--- src/rtl/alu_lockstep_issuer.sv ---
// alu_lockstep_issuer: drives one command to a primary and a shadow ALU in lockstep,
// returns the primary result and flags any divergence between the two.
module alu_lockstep_issuer #(
    parameter int WIDTH  = 16,
    parameter int SETTLE = 2,
    parameter int ERR_W  = 16
) (
    input  logic             clk,
    input  logic             rst_n,
    input  logic             cmd_valid,
    output logic             cmd_ready,
    input  logic [WIDTH-1:0] cmd_a,
    input  logic [WIDTH-1:0] cmd_b,
    input  logic             cmd_cin,
    input  logic [2:0]       cmd_opc,
    output logic [WIDTH-1:0] alu_a,
    output logic [WIDTH-1:0] alu_b,
    output logic             alu_cin,
    output logic [2:0]       alu_opc,
    input  logic [WIDTH-1:0] alu_w_b,
    input  logic             alu_z_b,
    input  logic             alu_n_b,
    input  logic [WIDTH-1:0] alu_w_s,
    input  logic             alu_z_s,
    input  logic             alu_n_s,
    output logic             rsp_valid,
    input  logic             rsp_ready,
    output logic [WIDTH-1:0] rsp_w,
    output logic             rsp_z,
    output logic             rsp_n,
    output logic             rsp_mismatch,
    output logic [ERR_W-1:0] err_count
);
    localparam logic [1:0] S_IDLE   = 2'd0;
    localparam logic [1:0] S_SETTLE = 2'd1;
    localparam logic [1:0] S_RESP   = 2'd2;
    localparam logic [3:0] CNT_INIT = 4'(SETTLE - 1);

    logic [1:0]       state_q, state_d;
    logic [3:0]       cnt_q, cnt_d;
    logic             cmd_ready_q, cmd_ready_d;
    logic             rsp_valid_q, rsp_valid_d;
    logic [WIDTH-1:0] alu_a_q, alu_a_d, alu_b_q, alu_b_d;
    logic             alu_cin_q, alu_cin_d;
    logic [2:0]       alu_opc_q, alu_opc_d;
    logic [WIDTH-1:0] rsp_w_q, rsp_w_d;
    logic             rsp_z_q, rsp_z_d, rsp_n_q, rsp_n_d, rsp_mm_q, rsp_mm_d;
    logic [ERR_W-1:0] err_q, err_d;
    logic             accept, done, mismatch;

    assign accept   = (state_q == S_IDLE) && cmd_ready_q && cmd_valid;
    assign done     = (state_q == S_SETTLE) && (cnt_q == 4'd0);
    assign mismatch = (alu_w_b != alu_w_s) | (alu_z_b != alu_z_s) | (alu_n_b != alu_n_s);

    always_comb begin
        state_d     = state_q;
        cnt_d       = cnt_q;
        cmd_ready_d = cmd_ready_q;
        rsp_valid_d = rsp_valid_q;
        alu_a_d     = alu_a_q;
        alu_b_d     = alu_b_q;
        alu_cin_d   = alu_cin_q;
        alu_opc_d   = alu_opc_q;
        rsp_w_d     = rsp_w_q;
        rsp_z_d     = rsp_z_q;
        rsp_n_d     = rsp_n_q;
        rsp_mm_d    = rsp_mm_q;
        err_d       = err_q;
        if (state_q == S_IDLE) begin
            // cmd_ready comes up one edge after reset release, then drops on accept
            cmd_ready_d = ~accept;
            if (accept) begin
                alu_a_d   = cmd_a;
                alu_b_d   = cmd_b;
                alu_cin_d = cmd_cin;
                alu_opc_d = cmd_opc;
                cnt_d     = CNT_INIT;
                state_d   = S_SETTLE;
            end
        end else if (state_q == S_SETTLE) begin
            cnt_d = done ? cnt_q : cnt_q - 4'd1;
            if (done) begin
                rsp_w_d     = alu_w_b;
                rsp_z_d     = alu_z_b;
                rsp_n_d     = alu_n_b;
                rsp_mm_d    = mismatch;
                err_d       = (mismatch && !(&err_q)) ? err_q + 1'b1 : err_q;
                rsp_valid_d = 1'b1;
                state_d     = S_RESP;
            end
        end else if (rsp_ready) begin
            rsp_valid_d = 1'b0;
            cmd_ready_d = 1'b1;
            state_d     = S_IDLE;
        end
    end

    always_ff @(posedge clk or negedge rst_n) begin
        if (!rst_n) begin
            state_q     <= S_IDLE;
            cnt_q       <= 4'd0;
            cmd_ready_q <= 1'b0;
            rsp_valid_q <= 1'b0;
            alu_a_q     <= '0;
            alu_b_q     <= '0;
            alu_cin_q   <= 1'b0;
            alu_opc_q   <= 3'd0;
            rsp_w_q     <= '0;
            rsp_z_q     <= 1'b0;
            rsp_n_q     <= 1'b0;
            rsp_mm_q    <= 1'b0;
            err_q       <= '0;
        end else begin
            state_q     <= state_d;
            cnt_q       <= cnt_d;
            cmd_ready_q <= cmd_ready_d;
            rsp_valid_q <= rsp_valid_d;
            alu_a_q     <= alu_a_d;
            alu_b_q     <= alu_b_d;
            alu_cin_q   <= alu_cin_d;
            alu_opc_q   <= alu_opc_d;
            rsp_w_q     <= rsp_w_d;
            rsp_z_q     <= rsp_z_d;
            rsp_n_q     <= rsp_n_d;
            rsp_mm_q    <= rsp_mm_d;
            err_q       <= err_d;
        end
    end

    assign cmd_ready    = cmd_ready_q;
    assign rsp_valid    = rsp_valid_q;
    assign alu_a        = alu_a_q;
    assign alu_b        = alu_b_q;
    assign alu_cin      = alu_cin_q;
    assign alu_opc      = alu_opc_q;
    assign rsp_w        = rsp_w_q;
    assign rsp_z        = rsp_z_q;
    assign rsp_n        = rsp_n_q;
    assign rsp_mismatch = rsp_mm_q;
    assign err_count    = err_q;
endmodule

--- config.mk ---
export PLATFORM = sky130hd
export DESIGN_NAME = alu_lockstep_issuer
export DESIGN_NICKNAME = d
export VERILOG_FILES = /design/src/rtl/alu_lockstep_issuer.sv
export SDC_FILE = /design/constraint.sdc
export NUM_CORES = 1
export LEC_CHECK = 0
export ABC_CLOCK_PERIOD_IN_PS = 1740
export BUFFER_PORTS_ARGS = -buffer_cell sky130_fd_sc_hd__buf_2
export CAP_MARGIN = 20
export CELL_PAD_IN_SITES_DETAIL_PLACEMENT = 0
export CELL_PAD_IN_SITES_GLOBAL_PLACEMENT = 1
export CORE_MARGIN = 2
export CORE_UTILIZATION = 34
export CTS_BUF_LIST = sky130_fd_sc_hd__clkbuf_8
export DETAILED_ROUTE_END_ITERATION = 10
export GPL_TIMING_DRIVEN = 0
export PLACE_DENSITY_LB_ADDON = 0.05
export SYNTH_ARGS = -nofsm -noshare
export SYNTH_HDL_FRONTEND = slang
export SYNTH_SLANG_ARGS = --single-unit
--- constraint.sdc ---
create_clock -name clk -period 1.74 [get_ports clk]
set_input_delay 0.261 -clock clk [delete_from_list [all_inputs] [get_ports clk]]
set_output_delay 0.261 -clock clk [all_outputs]
set_load 0.1 [all_outputs]
==> metrics, run 1 <==
outcome=complete, but fails checks; failing checks=negative setup slack; Rows=37; register bit count reported by yosys=79; Worst Setup Slack, final=-0.121 ns; DR vias=2616; CP Cell Sequence=ha_4 -> and3_4 -> and4_4 -> a41o_4 -> buf_12 -> a2111oi_4 -> xor2_1; final worst path period share=107%; Clk pin slew, worst setup/hold paths=0.09 ns; startpoint class of the critical path=flop; Post-Syn Area per Cell=13.8 um^2; RSZ-0062 raised after global routing=true; filler instances=948; Core ar.=0.0101 mm^2; first-pass GRT wire length=13300 um; Rel. slew slack=65.2%; Post-Route Setup TNS=-1.33 ns; YS warnings=0; asr flop ratio synth=100%; Max Slew Vio Count=0; EDFF count, synth=0; TritonRoute pass-1 iters=4; post-synth top area cell=dfrtp_1; layout net count=505; Hold WC Path Type=primary input to flop; GPL Wtd Cong=0.729; final setup violating endpoints=15; Wirelength per Cell=14.1 um; grt ovf=0; CP top delay family=flip-flops; hpwl dp=5800 um; slowest CP cell=dfrtp_4; H-tree depth=3; clk_lat worst skew=0.35 ns; Root Driver=clkbuf_8; Post-synth top cells=79 x dfrtp_1, 54 x mux2_2, 18 x xor2_1, 17 x xnor2_1, 12 x nand2_1; IO Pins=149; max-cap violations=0; synthesized cell area=0.00350 mm^2; Clock Path Buffers=2; Iteration-0 DRC Markers=56; vias in the first global route=2718; max incr delay on CP=0.50 ns; Routed Antenna Nets=0; worst slack at placement=-0.350 ns; CP required=2.01 ns; largest net degree at the start of global routing=58; CP Max Fanout=7; share of post-route cells with drive strength above 1=65.7%; most numerous cell in the Yosys netlist=dfrtp_1; ANT cells=0; initial antenna violation count=0; min cycle time layout=1.86 ns; gr usage total=15.2%; fmax=537 MHz; DR DRC count=0; vias per cell=4.61; die width=105 um; Cell variety after synth=34; Critical Path AT=2.14 ns; largest cells by area after synthesis=dfrtp_1 57%, mux2_2 17%, xor2_1 4.5%; critical setup path kind=flop to flop; Buf/Inv on CP=1; measured slew at the worst slew-check pin=0.518 ns; register area share after synthesis=56.5%; Die Height=105 um; Area growth syn-to-layout=43.1%; syn_nets=331; TritonCTS clock tree=yes; Sink Count=79; R2R setup slack=-0.12 ns; Die Area=0.0111 mm^2; Final Util=49.3%; final WL=8000 um; area share of the largest cell type after synthesis=56.5%; Fin. Hold Viols=0; CTS Buf Count=9; gate count after technology mapping=253; Initial Util=34.5%; Critical Path End Type=flop; Most used DFF post-synth=dfrtp_1; Final Skew=0.0104 ns; worst-case hold slack=0.120 ns; buffers added on ports=148
[area by class of cell]
type	count	area (um^2)	share of cell area, %
buffer	10	80.1	1.60
inverter	6	22.5	0.450
sequential	79	2020	40.3
clock inverter	6	92.6	1.85
timing repair buffer	163	898	18.0
clock buffer	10	138	2.75
tap	136	170	3.40
multi-input combinational	158	1590	31.7
[logic make-up (layout without fill, tap and decap cells)]
kind of cell	after synthesis	count (layout)	share of synthesized area [%]
XOR/XNOR	35	35	8.77
AO/OA/AOI/OAI	26	26	6.94
buffers and inverters	16	195	2.33
AND/OR/NAND/NOR	39	39	6.69
multiplexers	56	56	18.0
adder cells (fa/ha/maj)	2	2	0.716
flip-flops	79	79	56.5
[metrics by stage]
| step | instances | area (um^2) |
|---|---|---|
| 6_report | 568 | 5000 |
| 5_1_grt | 568 | 5000 |
| 4_1_cts | 565 | 4960 |
| 3_5_place_dp | 538 | 4550 |
| 3_3_place_gp | 537 | 4520 |
| 2_1_floorplan | 253 | 3610 |
[worst reg2reg max path, cell delays in order, from the launching register on]
cell,delay (ns)
dfrtp_4,0.50
ha_4,0.16
and3_4,0.17
and4_4,0.15
a41o_4,0.27
buf_12,0.16
a2111oi_4,0.22
xor2_1,0.16
[layer usage]
layer,wire length (um),vias to the layer above,global-route usage (%)
li1,-,1251,-
met1,3470,1267,19.8
met2,3770,90,23.1
met3,658,8,5.57
met4,101,0,5.71
met5,0,-,0
[final timing paths]
kind,startpoint,depth (start not counted),to
max,err_count[1],7,err_count[4]
min,rsp_ready,2,state_q[1]
max reg2reg,err_count[1],7,err_count[4]
min reg2reg,rsp_mismatch,1,rsp_mismatch
max in group asynchronous,rst_n,3,cmd_ready
min in group asynchronous,rst_n,2,alu_a[4]
[what timing repair did]
item / in CTS / in global routing
resized for setup: 14 / 5
buffers inserted: 9 / 3
pin swaps: 10 / 8
cloned: 1 / 0
endpoints found under the setup margin: 46 / 24
hold endpoints to repair: 22 / 0
hold buffers: 1 / 0
[state kept, by name, indices dropped and copies added (netlist names)]
name	count
alu_a	16
alu_b	16
err_count	16
rsp_w	16
cnt_q	4
alu_opc	3
state_q	2
alu_cin	1
cmd_ready	1
rsp_mismatch	1
rsp_n	1
rsp_valid	1
rsp_z	1
[cell usage in the layout, fill, tap and decap left out, types with 6 or more instances in the layout]
cell      count
nand4_1       6
clkbuf_8     10
dfrtp_1      64
dfrtp_4       8
inv_1         6
dfrtp_2       7
nand2_1      12
xnor2_1      17
buf_2       152
mux2_2       54
xor2_1       18
buf_4        14
a211oi_2      6
Power of run 1 is not shown: default switching activity piles up to over one toggle a cycle in this logic, so the estimate is an artifact.
==> run 2, diff against run 1 <==
CTS_BUF_LIST = sky130_fd_sc_hd__clkbuf_4   (was sky130_fd_sc_hd__clkbuf_8)
SLEW_MARGIN = 20   (was not set)
==> run 2 against run 1 <==
Effect of this change: die area unchanged; count of clock-buffer cells in the layout did not move; flip-flop and latch count unchanged; register-to-register slack lost 0.05 ns; global-route usage down 0.16 points; largest cell class unchanged; setup slack worse by 0.051 ns; via count up 0.23%; worst hold slack worse by 0.060 ns; non-clock buffer count is 1 lower; the run still ends with negative setup slack left; clock skew increased by 0.0098 ns; sequential share of layout area grew 0.80 points; core utilization is 0.96 points lower.
==> metrics, run 2 (same netlist as run 1, synthesis figures left out) <==
critical path startpoint=err_count[0]; ANT cells=0 (unchanged); Clock Path Buffers=2 (unchanged); Clk pin slew, worst setup/hold paths=0.14 ns (+0.05 ns); Fin. Hold Viols=0 (unchanged); filler instances=976 (+3.0%); DR vias=2622 (+0.23%); max-cap violations=0 (unchanged); Iteration-0 DRC Markers=49 (-13%); H-tree depth=3 (unchanged); fmax=523 MHz (-2.7%); hpwl dp=5890 um (+1.6%); share of post-route cells with drive strength above 1=65.0% (-0.78 points); Critical Path End=err_count[15]; reg2reg path depth=7 (unchanged); Final Skew=0.0202 ns (+0.00984 ns); buffers added on ports=148 (unchanged); outcome=complete, but fails checks; Wirelength per Cell=14.3 um (+1.3%); failing checks=negative setup slack; CP Max Fanout=7 (unchanged); Max Slew Vio Count=0 (unchanged); Final Instance Count excl. Fillers=567 (-0.18%); GR met2 Demand/Resource=23.0% (-0.14 points); Root Driver=clkbuf_4; gr usage total=15.0% (-0.16 points); Rows=37 (unchanged); Sink Count=79 (unchanged); Rel. slew slack=55.1% (-10 points); commonest cells after routing, fill and taps aside=151 x buf_2, 64 x dfrtp_1, 54 x mux2_2; Reg2Reg Launch Point=err_count[0]; Die Area=0.0111 mm^2 (unchanged); IO Pins=149 (unchanged); min cycle time layout=1.91 ns (+0.0513 ns); most common cell after layout, fill and taps aside=buf_2; initial antenna violation count=0 (unchanged); DR DRC count=0 (unchanged); vias per cell=4.62 (+0.41%); Top Usage Layer GRT=met2; met1 Use GR=19.7% (-0.063 points); R2R setup slack=-0.17 ns (-0.05 ns); CP required=2.09 ns (+0.08 ns); Hold WC Path Type=primary input to flop; layout net count=504 (-0.20%); grt ovf=0 (unchanged); critical setup path kind=flop to flop; Die Height=105 um (unchanged); Area growth syn-to-layout=40.3%; first-pass GRT wire length=13300 um (-0.57%); Worst Setup Slack, final=-0.173 ns (-0.0513 ns); die width=105 um (unchanged); RSZ-0062 raised after global routing=true; Critical Path AT=2.26 ns (+0.12 ns); final setup violating endpoints=15 (unchanged); TritonRoute pass-1 iters=4 (unchanged); worst slack at placement=-0.374 ns (-0.0236 ns); final worst path period share=110% (+2.9 points); measured slew at the worst slew-check pin=0.672 ns (+0.154 ns); CTS Buf Count=9 (unchanged); vias in the first global route=2710 (-0.29%); Initial Util=34.5% (unchanged); Critical Path End Type=flop; Core ar.=0.0101 mm^2 (unchanged); largest net degree at the start of global routing=50 (-14%); TritonCTS clock tree=yes; clk_lat worst skew=0.42 ns (+0.07 ns); placed cell count=538 (unchanged); Routed Antenna Nets=0 (unchanged); startpoint class of the critical path=flop; RR Endpoint=err_count[15]; GPL Wtd Cong=0.729 (unchanged); final WL=8080 um (+1.1%); met3 Resource Use GR=5.07% (-0.49 points)
[run 2: stage by stage]
| step | hold slack (ns) | utilization (%) | setup TNS, ns | area [um^2] |
|---|---|---|---|---|
| after global routing | 0.0151 | 48.4 | -3.12 | 4900 |
| after global placement | 0.459 | 44.6 | -32.49 | 4520 |
| final | 0.0608 | 48.4 | -1.97 | 4900 |
| after detailed placement | 0.341 | 44.8 | -6.74 | 4540 |
| after floorplan | -0.0346 | - | -4.78 | 3610 |
| after CTS | 0.0222 | 47.5 | -2.11 | 4820 |
[run 2: layout make-up]
type / instances / area [um^2] / area share [%]
clock buffer: 10 / 75.1 / 1.53
inverter: 6 / 22.5 / 0.459
tap: 136 / 170 / 3.47
buffer: 8 / 67.6 / 1.38
sequential: 79 / 2020 / 41.1
multi-input combinational: 158 / 1610 / 32.9
timing repair buffer: 164 / 901 / 18.4
clock inverter: 6 / 38.8 / 0.791
[run 2: per-layer routing]
metal | part of all wire, % | vias to the layer above
met2 | 46 | 89
met5 | 0 | -
li1 | - | 1246
met1 | 44 | 1277
met3 | 7.9 | 10
met4 | 1.4 | 0
[run 2: what timing repair did]
item,4_1_cts,5_1_grt
pin swaps,12,10
hold endpoints to repair,49,0
hold buffers,2,0
setup endpoints to repair,40,25
gates resized for setup,13,8
gates cloned,1,0
buffers inserted,7,5
[run 2: worst min path at each step]
stage	slack, ns	depth (start not counted)	endpoint	start
floorplan	-0.03	0	alu_a[0]	rst_n
finish	0.06	2	alu_a[10]	cmd_a[10]
detailed placement	0.34	1	alu_a[4]	rst_n
CTS	0.02	2	alu_a[1]	cmd_a[1]
global route	0.02	2	alu_a[14]	cmd_a[14]
global placement	0.46	1	rsp_mismatch	rsp_mismatch
[run 2: worst max-delay path: stages (launching register included)]
cell	delay [ns]
dfrtp_4	0.51
ha_4	0.16
and3_4	0.17
and4_4	0.17
a41o_4	0.27
buf_4	0.16
a2111oi_4	0.21
xor2_1	0.19
Power of run 2 is left out for the same reason.
==> run 3, diff against run 2 <==
RECOVER_POWER = 100   (was not set)
==> run 3 against run 2 <==
Effect of this change: the run still ends with negative setup slack left; non-clock buffer count unchanged; first-iteration DRC count shrank 6.1%; die area unchanged; wire length down 0.16%; count of clock-buffer cells in the layout stayed put; setup slack barely moved; flip-flop and latch count unchanged; worst hold slack improved by 0.00068 ns; via count shrank 0.11%; sequential share of layout area is 0.084 points higher; register-to-register slack barely moved; critical endpoint unchanged.
==> metrics, run 3 (same netlist as run 1, synthesis figures left out) <==
outcome=complete, but fails checks; failing checks=negative setup slack; Routed Antenna Nets=0 (unchanged); Iteration-0 DRC Markers=46 (-6.1%); Final Instance Count excl. Fillers=567 (unchanged); min cycle time layout=1.91 ns (-0.00000500 ns); Hold WC Path Type=primary input to flop; hpwl dp=5890 um (unchanged); CP Max Fanout=7 (unchanged); share of post-route cells with drive strength above 1=65.0% (unchanged); buffers added on ports=148 (unchanged); Max Slew Vio Count=0 (unchanged); Die Area=0.0111 mm^2 (unchanged); layout net count=504 (unchanged); Wirelength per Cell=14.2 um (-0.16%); TritonCTS clock tree=yes; Reg2Reg Launch Point=err_count[0]; final WL=8070 um (-0.16%); initial antenna violation count=0 (unchanged); most common cell after layout, fill and taps aside=buf_2; multi-input combinational cell area=0.00161 mm^2 (unchanged); grt ovf=0 (unchanged); die width=105 um (unchanged); placed cell count=538 (unchanged); DR vias=2619 (-0.11%); Post-Route Setup TNS=-1.97 ns (+0.00103 ns); H-tree depth=3 (unchanged); GPL Wtd Cong=0.729 (unchanged); Hold Crit Depth=2 (unchanged); CP required=2.09 ns (about the same); Clk pin slew, worst setup/hold paths=0.14 ns (about the same); TritonRoute pass-1 iters=4 (unchanged); Clock Path Buffers=2 (unchanged); Final Skew=0.0197 ns (-0.000547 ns); first-pass GRT wire length=13300 um (unchanged); RSZ-0062 raised after global routing=true; Core ar.=0.0101 mm^2 (unchanged); Rows=37 (unchanged); DR DRC count=0 (unchanged); largest net degree at the start of global routing=50 (unchanged); vias per cell=4.62 (-0.11%); R2R setup slack=-0.17 ns (about the same); hold_sp=cmd_a[10]; Root Driver=clkbuf_4; filler instances=978 (+0.20%); commonest cells after routing, fill and taps aside=151 x buf_2, 64 x dfrtp_1, 54 x mux2_2; Sink Count=79 (unchanged); Initial Util=34.5% (unchanged); fmax=523 MHz (about the same); Fin. Hold Viols=0 (unchanged); final worst path period share=110% (about the same); ANT cells=0 (unchanged); CTS Buf Count=9 (unchanged); Critical Path End Type=flop; clk_lat worst skew=0.41 ns (about the same); vias in the first global route=2710 (unchanged); Storage cell area=0.00202 mm^2 (unchanged); final setup violating endpoints=15 (unchanged); IO Pins=149 (unchanged); Rel. slew slack=15.9% (-39 points); startpoint class of the critical path=flop; gr usage total=15.0% (unchanged); Worst Hold End=alu_a[10]; measured slew at the worst slew-check pin=1.26 ns (+0.589 ns); critical setup path kind=flop to flop; RR Endpoint=err_count[15]; Area growth syn-to-layout=40.0%; Worst Setup Slack, final=-0.173 ns (+0.00000500 ns); reg2reg path depth=7 (unchanged); Die Height=105 um (unchanged); Critical Path AT=2.26 ns (about the same); max-cap violations=0 (unchanged)
==> run 3: changes by cell type in the layout (fill, tap and decap cells not counted) <==
cell	before	now
clkbuf_2	1	3
buf_4	13	11
buf_12	2	1
buf_8	0	1
==> run 3: metal layers <==
metal  global-route usage [%]  wire length [um]  up-vias
met5                        0                 0        -
met4                     5.71               116        0
met3                     5.07               637       10
met2                     23.0              3750       89
met1                     19.7              3570     1274
li1                         -                 -     1246
==> run 3: how the worst max path moves through the flow <==
stage	to	cells past startpoint	startpoint
after floorplan	err_count[1]	6	err_count[1]
after global placement	err_count[1]	1	rst_n
after detailed placement	err_count[1]	7	alu_w_s[13]
after CTS	err_count[4]	7	err_count[0]
after global routing	err_count[4]	7	err_count[0]
final	err_count[15]	7	err_count[0]
==> run 3: metrics by stage <==
step / hold slack, ns / util, % / cell area [um^2] / worst slack (ns)
3_3_place_gp: 0.459 / 44.6 / 4520 / -0.568
5_1_grt: 0.0151 / 48.3 / 4890 / -0.269
4_1_cts: 0.0222 / 47.5 / 4820 / -0.169
3_5_place_dp: 0.341 / 44.8 / 4540 / -0.374
2_1_floorplan: -0.0346 / - / 3610 / -0.340
6_report: 0.0615 / 48.3 / 4890 / -0.173
==> run 3: final cells by class <==
type	instances	area share, %
clock buffers	10	1.53
flip-flops and latches	79	41.2
repair buffers	164	18.2
inverters	6	0.460
multi-input cells	158	33.0
well taps	136	3.48
plain buffers	8	1.38
clock inverters	6	0.792
==> run 3: worst max-delay path, stage by stage (launching register included) <==
cell and delay (ns):
dfrtp_4 0.51, ha_4 0.16, and3_4 0.17, and4_4 0.17, a41o_4 0.27, buf_4 0.16, a2111oi_4 0.21, xor2_1 0.19
==> run 3: repair_timing <==
action	4_1_cts	5_1_grt
setup endpoints to repair	40	25
endpoints found under the hold margin	49	0
gates resized for setup	13	8
pin swaps	12	10
buffers inserted	7	5
hold buffers	2	0
gates cloned	1	0
Power of run 3 is left out for the same reason.
